**config.mk**
```make
export PLATFORM = sky130hd
export DESIGN_NAME = gshare_bp_flat
export DESIGN_NICKNAME = d
export VERILOG_FILES = /design/src/rtl/gshare_bp_pkg.sv /design/src/rtl/gshare_bp_if.sv /design/src/rtl/gshare_bp_sat_counter_table.sv /design/src/rtl/gshare_bp.sv /design/src/flat_wrapper.sv
export SDC_FILE = /design/constraint.sdc
export NUM_CORES = 1
export LEC_CHECK = 0
export CAP_MARGIN = 20
export CELL_PAD_IN_SITES_DETAIL_PLACEMENT = 0
export CELL_PAD_IN_SITES_GLOBAL_PLACEMENT = 1
export CORE_UTILIZATION = 45
export CTS_CLUSTER_SIZE = 16
export DETAILED_ROUTE_END_ITERATION = 16
export HOLD_SLACK_MARGIN = 0.1
export PLACE_DENSITY = 0.92
export REMOVE_ABC_BUFFERS = 1
export SYNTH_ARGS = -nofsm -noshare
export SYNTH_HDL_FRONTEND = slang
export SYNTH_SLANG_ARGS = --single-unit
```
**constraint.sdc**
```tcl
create_clock -name clk -period 5.5 [get_ports clk]
set_input_delay 0.55 -clock clk [delete_from_list [all_inputs] [get_ports clk]]
set_output_delay 0.55 -clock clk [all_outputs]
set_load 0.005 [all_outputs]
```
**src/rtl/gshare_bp_pkg.sv**
```systemverilog
// Shared types and saturating-counter helpers for the gshare direction predictor.
package gshare_bp_pkg;

  typedef enum logic {BP_INIT, BP_RUN} bp_state_e;

  // Table write-port operation: init walker sets, resolution path increments/decrements.
  typedef enum logic [1:0] {WR_SET, WR_INC, WR_DEC} wr_op_e;

  localparam int unsigned CTR_MAX_W = 8;

  function automatic logic [CTR_MAX_W-1:0] sat_inc(input logic [CTR_MAX_W-1:0] c,
                                                   input int unsigned w);
    logic [CTR_MAX_W-1:0] top;
    top = CTR_MAX_W'((1 << w) - 1);
    return (c >= top) ? top : c + CTR_MAX_W'(1);
  endfunction

  function automatic logic [CTR_MAX_W-1:0] sat_dec(input logic [CTR_MAX_W-1:0] c);
    return (c == '0) ? '0 : c - CTR_MAX_W'(1);
  endfunction

endpackage

```
**src/rtl/gshare_bp_if.sv**
```systemverilog
// Fetch-side predict bundle and decode-side resolution bundle of the gshare predictor.
interface gshare_bp_if #(
  parameter int unsigned ADDR_WIDTH    = 26,
  parameter int unsigned INDEX_WIDTH   = 6,
  parameter int unsigned HISTORY_WIDTH = 6,
  parameter int unsigned STAT_WIDTH    = 32
);
  logic                     bp_ready;
  logic                     pred_req;
  logic [ADDR_WIDTH-1:0]    pred_pc;
  logic                     pred_taken;
  logic [INDEX_WIDTH-1:0]   pred_index;
  logic [HISTORY_WIDTH-1:0] pred_ghr;
  logic                     upd_valid;
  logic [INDEX_WIDTH-1:0]   upd_index;
  logic [HISTORY_WIDTH-1:0] upd_ghr;
  logic                     upd_taken;
  logic                     upd_mispredict;
  logic [STAT_WIDTH-1:0]    stat_branches;
  logic [STAT_WIDTH-1:0]    stat_mispred;

  modport master (
    output pred_req, pred_pc, upd_valid, upd_index, upd_ghr, upd_taken, upd_mispredict,
    input  bp_ready, pred_taken, pred_index, pred_ghr, stat_branches, stat_mispred
  );

  modport slave (
    input  pred_req, pred_pc, upd_valid, upd_index, upd_ghr, upd_taken, upd_mispredict,
    output bp_ready, pred_taken, pred_index, pred_ghr, stat_branches, stat_mispred
  );
endinterface

```
**src/rtl/gshare_bp_sat_counter_table.sv**
```systemverilog
// Saturating-counter storage: one combinational read port, one read-modify-write port.
// Left unreset so it can later be swapped for an SRAM; the init walker fills it instead.
module gshare_bp_sat_counter_table
  import gshare_bp_pkg::*;
#(
  parameter int unsigned INDEX_WIDTH   = 6,
  parameter int unsigned COUNTER_WIDTH = 2
) (
  input  logic                     clk,
  input  logic [INDEX_WIDTH-1:0]   rd_idx_i,
  output logic [COUNTER_WIDTH-1:0] rd_dat_o,
  input  logic                     wr_en_i,
  input  wr_op_e                   wr_op_i,
  input  logic [INDEX_WIDTH-1:0]   wr_idx_i,
  input  logic [COUNTER_WIDTH-1:0] wr_dat_i
);
  localparam int unsigned DEPTH = 1 << INDEX_WIDTH;

  logic [COUNTER_WIDTH-1:0] mem_q [DEPTH];
  logic [COUNTER_WIDTH-1:0] wr_cur;
  logic [COUNTER_WIDTH-1:0] wr_new;

  assign rd_dat_o = mem_q[rd_idx_i];
  assign wr_cur   = mem_q[wr_idx_i];

  always_comb begin
    wr_new = wr_dat_i;
    unique case (wr_op_i)
      WR_INC:  wr_new = COUNTER_WIDTH'(sat_inc(CTR_MAX_W'(wr_cur), COUNTER_WIDTH));
      WR_DEC:  wr_new = COUNTER_WIDTH'(sat_dec(CTR_MAX_W'(wr_cur)));
      default: wr_new = wr_dat_i;
    endcase
  end

  always_ff @(posedge clk) begin
    if (wr_en_i) mem_q[wr_idx_i] <= wr_new;
  end
endmodule

```
**src/rtl/gshare_bp.sv**
```systemverilog
// Gshare direction predictor: zero-cycle prediction from {PC xor speculative history}.
// Never stalls fetch; bp_ready stays low for 2^INDEX_WIDTH cycles after reset while the table fills.
module gshare_bp
  import gshare_bp_pkg::*;
#(
  parameter int unsigned ADDR_WIDTH    = 26,
  parameter int unsigned INDEX_WIDTH   = 6,
  parameter int unsigned COUNTER_WIDTH = 2,
  parameter int unsigned HISTORY_WIDTH = 6,
  parameter int unsigned STAT_WIDTH    = 32
) (
  input logic       clk,
  input logic       rst_n,
  gshare_bp_if.slave bp
);
  localparam logic [COUNTER_WIDTH-1:0] WEAK_T   = COUNTER_WIDTH'(1 << (COUNTER_WIDTH - 1));
  localparam logic [INDEX_WIDTH-1:0]   LAST_IDX = '1;

  bp_state_e                state_q, state_d;
  logic [INDEX_WIDTH-1:0]   init_idx_q, init_idx_d;
  logic [HISTORY_WIDTH-1:0] ghr_q, ghr_d;
  logic [STAT_WIDTH-1:0]    stat_br_q, stat_br_d;
  logic [STAT_WIDTH-1:0]    stat_mp_q, stat_mp_d;

  logic                     run;
  logic [INDEX_WIDTH-1:0]   pred_idx;
  logic [COUNTER_WIDTH-1:0] rd_dat;
  logic                     pred_taken;
  logic                     wr_en;
  wr_op_e                   wr_op;
  logic [INDEX_WIDTH-1:0]   wr_idx;
  logic                     unused_pc_bits;

  assign run            = (state_q == BP_RUN);
  assign pred_idx       = bp.pred_pc[INDEX_WIDTH-1:0] ^ INDEX_WIDTH'(ghr_q);
  assign pred_taken     = run & rd_dat[COUNTER_WIDTH-1];
  assign unused_pc_bits = ^bp.pred_pc[ADDR_WIDTH-1:INDEX_WIDTH];

  // Single write port: the walker owns it in INIT, the resolution path in RUN.
  assign wr_en  = run ? bp.upd_valid : 1'b1;
  assign wr_idx = run ? bp.upd_index : init_idx_q;
  assign wr_op  = !run ? WR_SET : (bp.upd_taken ? WR_INC : WR_DEC);

  gshare_bp_sat_counter_table #(
    .INDEX_WIDTH  (INDEX_WIDTH),
    .COUNTER_WIDTH(COUNTER_WIDTH)
  ) u_table (
    .clk     (clk),
    .rd_idx_i(pred_idx),
    .rd_dat_o(rd_dat),
    .wr_en_i (wr_en),
    .wr_op_i (wr_op),
    .wr_idx_i(wr_idx),
    .wr_dat_i(WEAK_T)
  );

  always_comb begin
    state_d    = state_q;
    init_idx_d = init_idx_q;
    ghr_d      = ghr_q;
    stat_br_d  = stat_br_q;
    stat_mp_d  = stat_mp_q;
    unique case (state_q)
      BP_INIT: begin
        init_idx_d = init_idx_q + 1'b1;
        if (init_idx_q == LAST_IDX) state_d = BP_RUN;
      end
      BP_RUN: begin
        // Repair from the returned snapshot beats the speculative shift.
        if (bp.upd_valid && bp.upd_mispredict)
          ghr_d = HISTORY_WIDTH'({bp.upd_ghr, bp.upd_taken});
        else if (bp.pred_req)
          ghr_d = HISTORY_WIDTH'({ghr_q, pred_taken});
        if (bp.upd_valid) begin
          if (stat_br_q != '1) stat_br_d = stat_br_q + 1'b1;
          if (bp.upd_mispredict && stat_mp_q != '1) stat_mp_d = stat_mp_q + 1'b1;
        end
      end
      default: state_d = BP_INIT;
    endcase
  end

  always_ff @(posedge clk) begin
    if (!rst_n) begin
      state_q    <= BP_INIT;
      init_idx_q <= '0;
      ghr_q      <= '0;
      stat_br_q  <= '0;
      stat_mp_q  <= '0;
    end else begin
      state_q    <= state_d;
      init_idx_q <= init_idx_d;
      ghr_q      <= ghr_d;
      stat_br_q  <= stat_br_d;
      stat_mp_q  <= stat_mp_d;
    end
  end

  assign bp.bp_ready      = run;
  assign bp.pred_taken    = pred_taken;
  assign bp.pred_index    = pred_idx;
  assign bp.pred_ghr      = ghr_q;
  assign bp.stat_branches = stat_br_q;
  assign bp.stat_mispred  = stat_mp_q;
endmodule
```
**src/flat_wrapper.sv**
```systemverilog
// flat-port wrapper written by rule: the top's interface ports become plain ports
module gshare_bp_flat import gshare_bp_pkg::*;
#(
  parameter int unsigned ADDR_WIDTH    = 26,
  parameter int unsigned INDEX_WIDTH   = 6,
  parameter int unsigned COUNTER_WIDTH = 2,
  parameter int unsigned HISTORY_WIDTH = 6,
  parameter int unsigned STAT_WIDTH    = 32
)
  (clk, rst_n, bp_pred_req, bp_pred_pc, bp_upd_valid, bp_upd_index, bp_upd_ghr, bp_upd_taken, bp_upd_mispredict, bp_bp_ready, bp_pred_taken, bp_pred_index, bp_pred_ghr, bp_stat_branches, bp_stat_mispred);
  gshare_bp_if #(.ADDR_WIDTH(ADDR_WIDTH), .INDEX_WIDTH(INDEX_WIDTH), .HISTORY_WIDTH(HISTORY_WIDTH), .STAT_WIDTH(STAT_WIDTH)) bp_i ();
  input logic clk;
  input logic rst_n;
  input wire logic [$bits(bp_i.pred_req)-1:0] bp_pred_req;
  input wire logic [$bits(bp_i.pred_pc)-1:0] bp_pred_pc;
  input wire logic [$bits(bp_i.upd_valid)-1:0] bp_upd_valid;
  input wire logic [$bits(bp_i.upd_index)-1:0] bp_upd_index;
  input wire logic [$bits(bp_i.upd_ghr)-1:0] bp_upd_ghr;
  input wire logic [$bits(bp_i.upd_taken)-1:0] bp_upd_taken;
  input wire logic [$bits(bp_i.upd_mispredict)-1:0] bp_upd_mispredict;
  output wire logic [$bits(bp_i.bp_ready)-1:0] bp_bp_ready;
  output wire logic [$bits(bp_i.pred_taken)-1:0] bp_pred_taken;
  output wire logic [$bits(bp_i.pred_index)-1:0] bp_pred_index;
  output wire logic [$bits(bp_i.pred_ghr)-1:0] bp_pred_ghr;
  output wire logic [$bits(bp_i.stat_branches)-1:0] bp_stat_branches;
  output wire logic [$bits(bp_i.stat_mispred)-1:0] bp_stat_mispred;
  assign bp_i.pred_req = bp_pred_req;
  assign bp_i.pred_pc = bp_pred_pc;
  assign bp_i.upd_valid = bp_upd_valid;
  assign bp_i.upd_index = bp_upd_index;
  assign bp_i.upd_ghr = bp_upd_ghr;
  assign bp_i.upd_taken = bp_upd_taken;
  assign bp_i.upd_mispredict = bp_upd_mispredict;
  assign bp_bp_ready = bp_i.bp_ready;
  assign bp_pred_taken = bp_i.pred_taken;
  assign bp_pred_index = bp_i.pred_index;
  assign bp_pred_ghr = bp_i.pred_ghr;
  assign bp_stat_branches = bp_i.stat_branches;
  assign bp_stat_mispred = bp_i.stat_mispred;
  gshare_bp #(.ADDR_WIDTH(ADDR_WIDTH), .INDEX_WIDTH(INDEX_WIDTH), .COUNTER_WIDTH(COUNTER_WIDTH), .HISTORY_WIDTH(HISTORY_WIDTH), .STAT_WIDTH(STAT_WIDTH)) u_core (.clk(clk), .rst_n(rst_n), .bp(bp_i));
endmodule
```
# After elaboration in Yosys (flattened, before gate mapping)
# Memory sizes are Yosys's and may differ from the RTL's.
# Index checks and enable logic that the tools add are counted.
dict set report word_totals {
  ff_bits 77
  inputBits 44
  mem_count 1
  mem_bits_rw 128
  out_inout_bits 78
}
# name depth width read_ports rd_ports_with_merged_regs wr line
set memory_table {}
lappend memory_table {u_core.u_table.mem_q 64 2 2 0 1 gshare_bp_sat_counter_table.sv:19} ;# logic [COUNTER_WIDTH-1:0] mem_q [DEPTH];
dict set report op_classes {
  n_addsub 5
  n_eq_ne 5
  mux 13
  order_cmp 1
  n_reduce_logical 7
  bitwise_logic 2
}
# op count
set ops {}
lappend ops {{$add 32x1->32 const B} 2}
lappend ops {{$ne 32x32->1 const B} 2}
lappend ops {{$mux 6} 3}
lappend ops {{$mux 2} 4}
lappend ops {{$add 6x1->6 const B} 1}
lappend ops {{$eq 6x6->1 const B} 1}
lappend ops {{$reduce_and 3->1} 2}
lappend ops {{$xor 6x6->6} 1}
lappend ops {{$mux 1} 5}
lappend ops {{$pmux 2 s2} 1}
lappend ops {{$add 2x1->2 const B} 1}
lappend ops {{$eq 2x1->1 const B} 1}
lappend ops {{$eq 2x2->1 const B} 1}
lappend ops {{$ge 2x2->1 const B} 1}
lappend ops {{$logic_and 1x1->1} 2}
lappend ops {{$logic_not 2->1} 1}
lappend ops {{$reduce_and 2->1} 1}
lappend ops {{$reduce_bool 2->1} 1}
lappend ops {{$sub 2x1->2 const B} 1}
lappend ops {{$and 1x1->1} 1}

# Longest topological paths before layout
# Gate-level depths: netlist (run 1).
# An unclocked memory read counts as a cell.
dict set report depth {
  ltp_word 5
  depth_mapped 10
}

# Cells and area by module
# From an unflattened synthesis (run 1), not the netlist that was laid out.
dict set report hier_totals {
  cells_unflattened 917
  area_unflattened_um2 10517.6
}
# module cells_per_inst seq_area_each_um2 instances area_per_inst_um2
set by_module_without_submodules {}
lappend by_module_without_submodules {gshare_bp_sat_counter_table 417 3843.7 1 6483.7}
lappend by_module_without_submodules {gshare_bp 500 1541.5 1 4033.9}

# Worst setup path before layout (run 1)
# OpenSTA, ideal clock, no wires.
dict set report synth_timing {
  path_kind {input-to-reg}
  from {in bp_upd_index[1]}
  to {mem u_core.u_table.mem_q[0][0] (data pin)}
  cell_stages 8
  slack_ps 1174
  arrival_ps 3808
  required_ps 4982
  path_buffers 1
  cell_sequence {mux2_2 > buf_4 > mux2i_1 > mux4_2 > nor2b_1 > nor4_1 > nand4_1 > o21ai_1}
}
dict set report synth_via {
  elab_chain_len 5
}
# item line
set synth_lines {}
lappend synth_lines {{start: declaration} flat_wrapper.sv:17} ;# input wire logic [$bits(bp_i.upd_index)-1:0] bp_upd_index;
lappend synth_lines {{$mux 6 *} gshare_bp.sv:41} ;# assign wr_idx = run ? bp.upd_index : init_idx_q;
lappend synth_lines {{$mem_v2 64x2 *} --}
lappend synth_lines {{$sub 2x1->2 (tied with other cells)} gshare_bp_pkg.sv:19} ;# return (c == '0) ? '0 : c - CTR_MAX_W'(1);
lappend synth_lines {{$mux 2 (on tied branches)} {gshare_bp_pkg.sv:19, gshare_bp_pkg.sv:15}}
lappend synth_lines {{$pmux 2 s2 *} gshare_bp_sat_counter_table.sv:28} ;# unique case (wr_op_i)
lappend synth_lines {{via u_core.u_table.wr_new[0]} gshare_bp_sat_counter_table.sv:21} ;# logic [COUNTER_WIDTH-1:0] wr_new;
lappend synth_lines {{end: declaration} gshare_bp_sat_counter_table.sv:19}
# The timed path passes the listed nets; every way through them passes the cells marked *.

# Final worst setup path (run 1)
dict set report layout_timing {
  from {in bp_pred_pc[0]}
  to {out bp_pred_taken}
}
dict set report layout_via {
  elab_chain_len 3
}
# item line
set layout_lines {}
lappend layout_lines {{start: declaration} flat_wrapper.sv:15} ;# input wire logic [$bits(bp_i.pred_pc)-1:0] bp_pred_pc;
lappend layout_lines {{$xor 6x6->6} gshare_bp.sv:35} ;# assign pred_idx = bp.pred_pc[INDEX_WIDTH-1:0] ^ INDEX_WIDTH'(ghr_q);
lappend layout_lines {{$mem_v2 64x2} --}
lappend layout_lines {{$and 1x1->1} gshare_bp.sv:36} ;# assign pred_taken = run & rd_dat[COUNTER_WIDTH-1];
lappend layout_lines {{end: declaration} flat_wrapper.sv:22} ;# output wire logic [$bits(bp_i.pred_taken)-1:0] bp_pred_taken;
# Every way passes these cells.

==> results of run 1 <==
[power groups by stage]
| stage | logic (mW) | clock network [mW] | registers (mW) |
|---|---|---|---|
| final | 0.191 | 1.61 | 1.62 |
| after global routing | 0.203 | 1.70 | 1.62 |
| after CTS | 0.189 | 1.64 | 1.62 |
| after detailed placement | 0.189 | 0 | 1.66 |
| after global placement | 0.187 | 0 | 1.66 |
| after floorplan | 0.106 | 0 | 1.66 |
[synthesized netlist by cell type, types with 3 or more instances]
cell and instances:
and2_1 52, a311oi_1 5, inv_1 17, nand2b_1 7, a211o_1 3, o21ai_1 3, buf_1 3, mux2_2 5
and4_1 8, a31oi_1 8, nor2_1 78, mux2i_1 36, nand3_1 49, xor2_1 12, xnor2_1 42, dfxtp_1 77
a21oi_1 8, nor4_1 5, o211a_1 5, edfxtp_1 128, nand4b_1 3, a21boi_0 10, and3_1 9, buf_2 11
nor3_1 29, o211ai_1 7, nand2_1 77, o31ai_1 8, nor2b_1 8, nand4_1 21, buf_4 5, clkbuf_1 20
ha_1 3, a21boi_1 4, or3_1 16, mux4_2 23, o22ai_1 8, o21ai_0 23, o22a_1 3
[stage by stage]
stage / area [um2] / total power [mW]
floorplan: 9710 / 1.76
CTS: 12000 / 3.45
detailed placement: 11200 / 1.85
global placement: 11200 / 1.84
global route: 12000 / 3.52
finish: 12000 / 3.43
[final timing paths]
| kind | startpoint | to | slack (ps) | cells after the start |
|---|---|---|---|---|
| setup / recovery | bp_pred_pc[0] | bp_pred_taken | 1180 | 9 |
| hold / removal | u_core.bp.stat_branches[27] | u_core.bp.stat_branches[27] | 520 | 2 |
| setup reg to reg | u_core.bp.bp_ready | u_core.u_table.mem_q[9][1] | 1530 | 9 |
| hold reg to reg | u_core.bp.stat_branches[27] | u_core.bp.stat_branches[27] | 520 | 2 |
[metal layers]
layer  vias up  routed length, um
met5         -                  0
met4         0                846
met3        54               2010
met2       301              11700
met1      3555              10200
li1       3480                  -
[cells by family after synthesis]
logic type,synth area share [%]
mux,10.1
buf+inv,2.69
fa+ha+maj,0.379
flops,54.4
xor+xnor,4.94
simple gates,18.8
compound gates,8.70
[area by class of cell]
cell class	count	area, um2	area share, %
Inverter	18	67.6	0.562
Clock inverter	17	224	1.86
Tap cell	275	344	2.86
Multi-Input combinational cell	612	4280	35.6
Clock buffer	23	576	4.79
Timing Repair Buffer	120	1150	9.53
Sequential cell	205	5390	44.8
[registers in the layout, summed over array words and instances (netlist names)]
register,flops
u_core.u_table.mem_q,128
u_core.bp.stat_branches,32
u_core.bp.stat_mispred,32
u_core.bp.pred_ghr,6
u_core.init_idx_q,6
u_core.bp.bp_ready,1
[worst max-delay path, stage by stage]
cell             delay [ps]
clkdlybuf4s50_1         500
xor2_2                  530
buf_4                   320
mux4_2                  510
mux2_2                  310
a22oi_1                 210
nand4_1                 130
and4_1                  250
clkdlybuf4s50_1         460
==> metrics.md, run 1 <==
| Metric | Value |
|---|---|
| CTS resizes | 0 |
| Largest net degree at the start of global routing | slightly above 80 |
| CTS Buffer Depth | 3 |
| Initial Util | a little under half |
| Initial antenna violation count | 0 |
| Clock network power share | between 40% and 50% |
| WHS | approximately 520 ps |
| DP Cell Count | between 1000 and 1500 |
| N_diodes | 0 |
| WL per Instance | 19.4 um |
| TritonRoute pass-1 iters | 5 |
| Met1 usage | approximately 30% |
| Area delta synth->final | 21.4% |
| Synth top area share | 38.8% |
| LEAKAGE | ~3.8 nW |
| RSZ-0062 raised after global routing | false |
| Maximum VDD drop | approximately 0.23 mV |
| Largest area contributor in the netlist | edfxtp_1 |
| WL final | 24700 um |
| Via count | 7390 |
| Synthesized area | between 9000 and 10000 um2 |
| Clock sink count | ~210 |
| GR Overflow Total | 0 |
| Sequential element share of the synthesized area | 54.4% |
| Non-Filler Instances | 1270 |
| Clock-pin slew on the worst setup and hold paths | roughly 60 ps |
| DRC | 0 |
| Psw | ~740 uW |
| Yosys warning total | 0 |
| Core ar. | 21300 um2 |
| Power density cells | about 290 nW/um2 |
| # H-tree levels | 1 |
| Worst Skew | 11.8 ps |
| Worst EP arrival | between 3000 and 4000 ps |
| Vias in the first global route | approximately 7200 |
| Filler Cell Count | about 1800 |
| Synth Instances | ~880 |
| CTS Hold Bufs | 0 |
| Met2 usage | a little over a third |
| Int Pwr | 2.69 mW |
| Relative slew margins | 37.6% |
| Busiest layer in global routing | met2 |
| Port buffer count | 100 |
| Crit. End Element | primary output |
| Final hold violations | 0 |
| Most frequent cells in the layout | 128 x edfxtp_1, 99 x clkdlybuf4s50_1, 78 x nor2_1, 77 x nand2_1, 77 x dfxtp_1 |
| Final Util | a little under three fifths |
| Hold Path Class | flip-flop to flip-flop |
| Clock Tree Root | clkbuf_16 |
| # IOs | 122 |
| Iter 0 DRT Violations | roughly 680 |
| Grt met3 use | 4.52% |
| Final RePlAce weighted congestion | roughly 0.8 |
| Final WS setup | approximately 1200 ps |
| Die footprint | 22600 um2 |
| Synth Flop Type | edfxtp_1 |
| Max frequency | 0.232 GHz |
| FP Rows | 53 |
| Die height | 150 um |
| Post-detail-place hpwl | ~17000 um |
| Seq cells post-synth | roughly 200 |
| Worst Path Required | approximately 5000 ps |
| Share of cells above drive strength 1 | between 10% and 20% |
| Number of synthesized flops with an enable pin | 128 |
| Average via count per standard cell | between 5 and 6 |
| CP Max Fanout | 7 |
| Total Neg Setup Slack | 0 ps |
| Worst slack, placed | ~1100 ps |
| Netlist cell types | 68 |
| Gr usage total | 22.1% |
| Slew Limit Fails | 0 |
| Worst setup SP type | input port |
| First-pass GRT wire length | about 39000 um |
| Post-layout net count | 1026 |
| Largest cells by area after synthesis | edfxtp_1 39%, dfxtp_1 16%, mux4_2 5.2% |
| Post-synth ARST share | 0% |
| Combinational Power Share | approximately 5.6% |
| Period utilisation layout | between 70% and 80% |
| Commonest non-fill, non-tap cell in the layout | edfxtp_1 |
| Fin crit period | 4320 ps |
| Worst-Skew Late Latency | about 500 ps |
| CTS Buf Count | 22 |
| Worst-Margin Slew | roughly 900 ps |
| Sw Ratio | between 20 and 25% |
| Status | finished clean |
| Routed Antenna Nets | 0 |
| Final setup vio count | 0 |
| CTS tree | done |
| Post-CTS Repair Setup Buffers | 0 |
| Mapped Avg Cell Area | approximately 11 um2 |
| Die width | roughly 150 um |
| Critical path type | input port to primary output |
| Sequential cell fraction of total power | roughly 47% |
| MaxCap Viol Count | 0 |
No activity file was read; power rests on OpenSTA's default activity.
==> inputs of run 2 (changes only) <==
--- a/config.mk
+++ b/config.mk
@@ -8,11 +8,11 @@
 export CAP_MARGIN = 20
 export CELL_PAD_IN_SITES_DETAIL_PLACEMENT = 0
 export CELL_PAD_IN_SITES_GLOBAL_PLACEMENT = 1
-export CORE_UTILIZATION = 45
+export CORE_UTILIZATION = 40
 export CTS_CLUSTER_SIZE = 16
 export DETAILED_ROUTE_END_ITERATION = 16
 export HOLD_SLACK_MARGIN = 0.1
-export PLACE_DENSITY = 0.92
+export PLACE_DENSITY = 0.87
 export REMOVE_ABC_BUFFERS = 1
 export SYNTH_ARGS = -nofsm -noshare
 export SYNTH_HDL_FRONTEND = slang
==> constraint.sdc (replaced) <==
create_clock -name clk -period 3.75 [get_ports clk]
set_input_delay 0.375 -clock clk [delete_from_list [all_inputs] [get_ports clk]]
set_output_delay 0.375 -clock clk [all_outputs]
set_load 0.005 [all_outputs]
==> metrics.md, run 2 (same netlist as run 1, synthesis figures left out) <==
| Metric | Value |
|---|---|
| Status | finished clean |
| Power density cells | 399 nW/um2 |
| Die height | 159 um |
| Period utilisation layout | a little under 100% |
| DRC | 0 |
| Clock Tree Root | clkbuf_16 |
| WL per Instance | roughly 19 um |
| Die width | around 160 um |
| Worst setup SP type | flip-flop |
| Fin crit period | between 3000 and 4000 ps |
| Slew Limit Fails | 0 |
| Max frequency | ~0.27 GHz |
| # IOs | 122 |
| Final setup vio count | 0 |
| Average via count per standard cell | approximately 5.6 |
| Iter 0 DRT Violations | 668 |
| Clock sink count | 205 |
| Via count | roughly 7500 |
| TritonRoute pass-1 iters | 6 |
| N_diodes | 0 |
| Worst-Skew Late Latency | between 500 and 600 ps |
| Worst-Margin Slew | around 770 ps |
| # H-tree levels | 1 |
| MaxCap Viol Count | 0 |
| Vias in the first global route | between 7000 and 8000 |
| CTS tree | done |
| Share of cells above drive strength 1 | roughly 11% |
| Initial Util | roughly two fifths |
| Largest net degree at the start of global routing | 50 |
| Final Util | between 50% and 60% |
| CTS Buffer Depth | 3 |
| Initial antenna violation count | 0 |
| Worst Skew | slightly above 10 ps |
| Hold Path Class | input port to flip-flop |
| Max reg flops | between 100 and 150 |
| Port buffer count | 100 |
| GR Overflow Total | 0 |
| Die footprint | roughly 25000 um2 |
| Critical path type | flip-flop to primary output |
| CP Max Fanout | 17 |
| First-pass GRT wire length | between 40000 and 50000 um |
| Relative slew margins | 48.3% |
| Gr usage total | around 20% |
| Routed Antenna Nets | 0 |
| Crit. End Element | primary output |
| Post-layout net count | 1041 |
| RSZ-0062 raised after global routing | false |
| CTS Buf Count | 23 |
| Maximum VDD drop | roughly 0.27 mV |
| Core ar. | between 20000 and 25000 um2 |
| Top reg by flops | u_core.u_table.mem_q |
| CTS Hold Bufs | 0 |
| Worst EP arrival | 3290 ps |
| Most frequent cells in the layout | 128 x edfxtp_1, 99 x clkdlybuf4s50_1, 78 x nor2_1, 77 x nand2_1, 76 x dfxtp_1 |
| Area delta synth->final | 23.0% |
| Total power | slightly below 5 mW |
| Final hold violations | 0 |
| Clock-pin slew on the worst setup and hold paths | roughly 60 ps |
| Final RePlAce weighted congestion | about 0.8 |
| Post-detail-place hpwl | 18000 um |
| FP Rows | 57 |
| Commonest non-fill, non-tap cell in the layout | edfxtp_1 |
| LEAKAGE | 3.90 nW |
| WL final | ~26000 um |
| Worst Path Required | 3380 ps |
[run 2: cell type report]
type / instances / area (um2)
clock inverter: 14 / 124
fill: 2177 / 12100
clock buffer: 28 / 594
tap: 324 / 405
multi-input combinational: 612 / 4280
inverter: 18 / 67.6
sequential: 205 / 5390
timing repair buffer: 134 / 1330
[run 2: worst paths after layout]
path	from	endpoint	slack (ps)	cells past startpoint
worst max-delay path	u_core.bp.pred_ghr[0]	bp_pred_taken	90	8
worst min-delay path	rst_n	u_core.bp.pred_ghr[2]	470	2
worst max register to register	u_core.bp.bp_ready	u_core.u_table.mem_q[60][0]	350	9
worst min register to register	u_core.bp.stat_branches[27]	u_core.bp.stat_branches[27]	500	2
[run 2: critical path: stages (launching register included)]
cell	delay [ps]
dfxtp_2	380
xor2_2	190
buf_12	230
mux4_2	540
mux4_2	490
nand2b_1	90
nand4b_1	120
and4_1	270
clkdlybuf4s50_1	450
[run 2: timing repair]
action / in CTS / in global routing
endpoints found under the setup margin: 0 / 49
setup buffers: 0 / 1
gates resized for setup: 0 / 1
[run 2: power breakdown]
part,switching (mW),internal (mW)
registers,0.00609,2.38
logic,0.184,0.123
clock network,0.901,1.27
[run 2: layer usage]
metal	up-vias	part of all wire, %	GRT usage (%)	routed length (um)
li1	3503	-	-	-
met1	3659	42	27.0	10900
met2	295	47	33.8	12200
met3	60	8.1	3.59	2100
met4	0	3.0	6.95	779
met5	-	0	0	0
[run 2: stage by stage]
| step | std cells | hold WS (ps) | setup TNS [ps] | area [um2] | setup WS, ps |
|---|---|---|---|---|---|
| 3_5_place_dp | 1292 | 499 | -48.2 | 11500 | -2.49 |
| 5_1_grt | 1335 | 508 | 0 | 12200 | 14.8 |
| 2_1_floorplan | 835 | 481 | -176840 | 9710 | -1700 |
| 4_1_cts | 1334 | 463 | 0 | 12200 | 5.15 |
| 6_report | 1335 | 465 | 0 | 12200 | 89.0 |
| 3_3_place_gp | 1292 | 481 | 0 | 11500 | 122 |
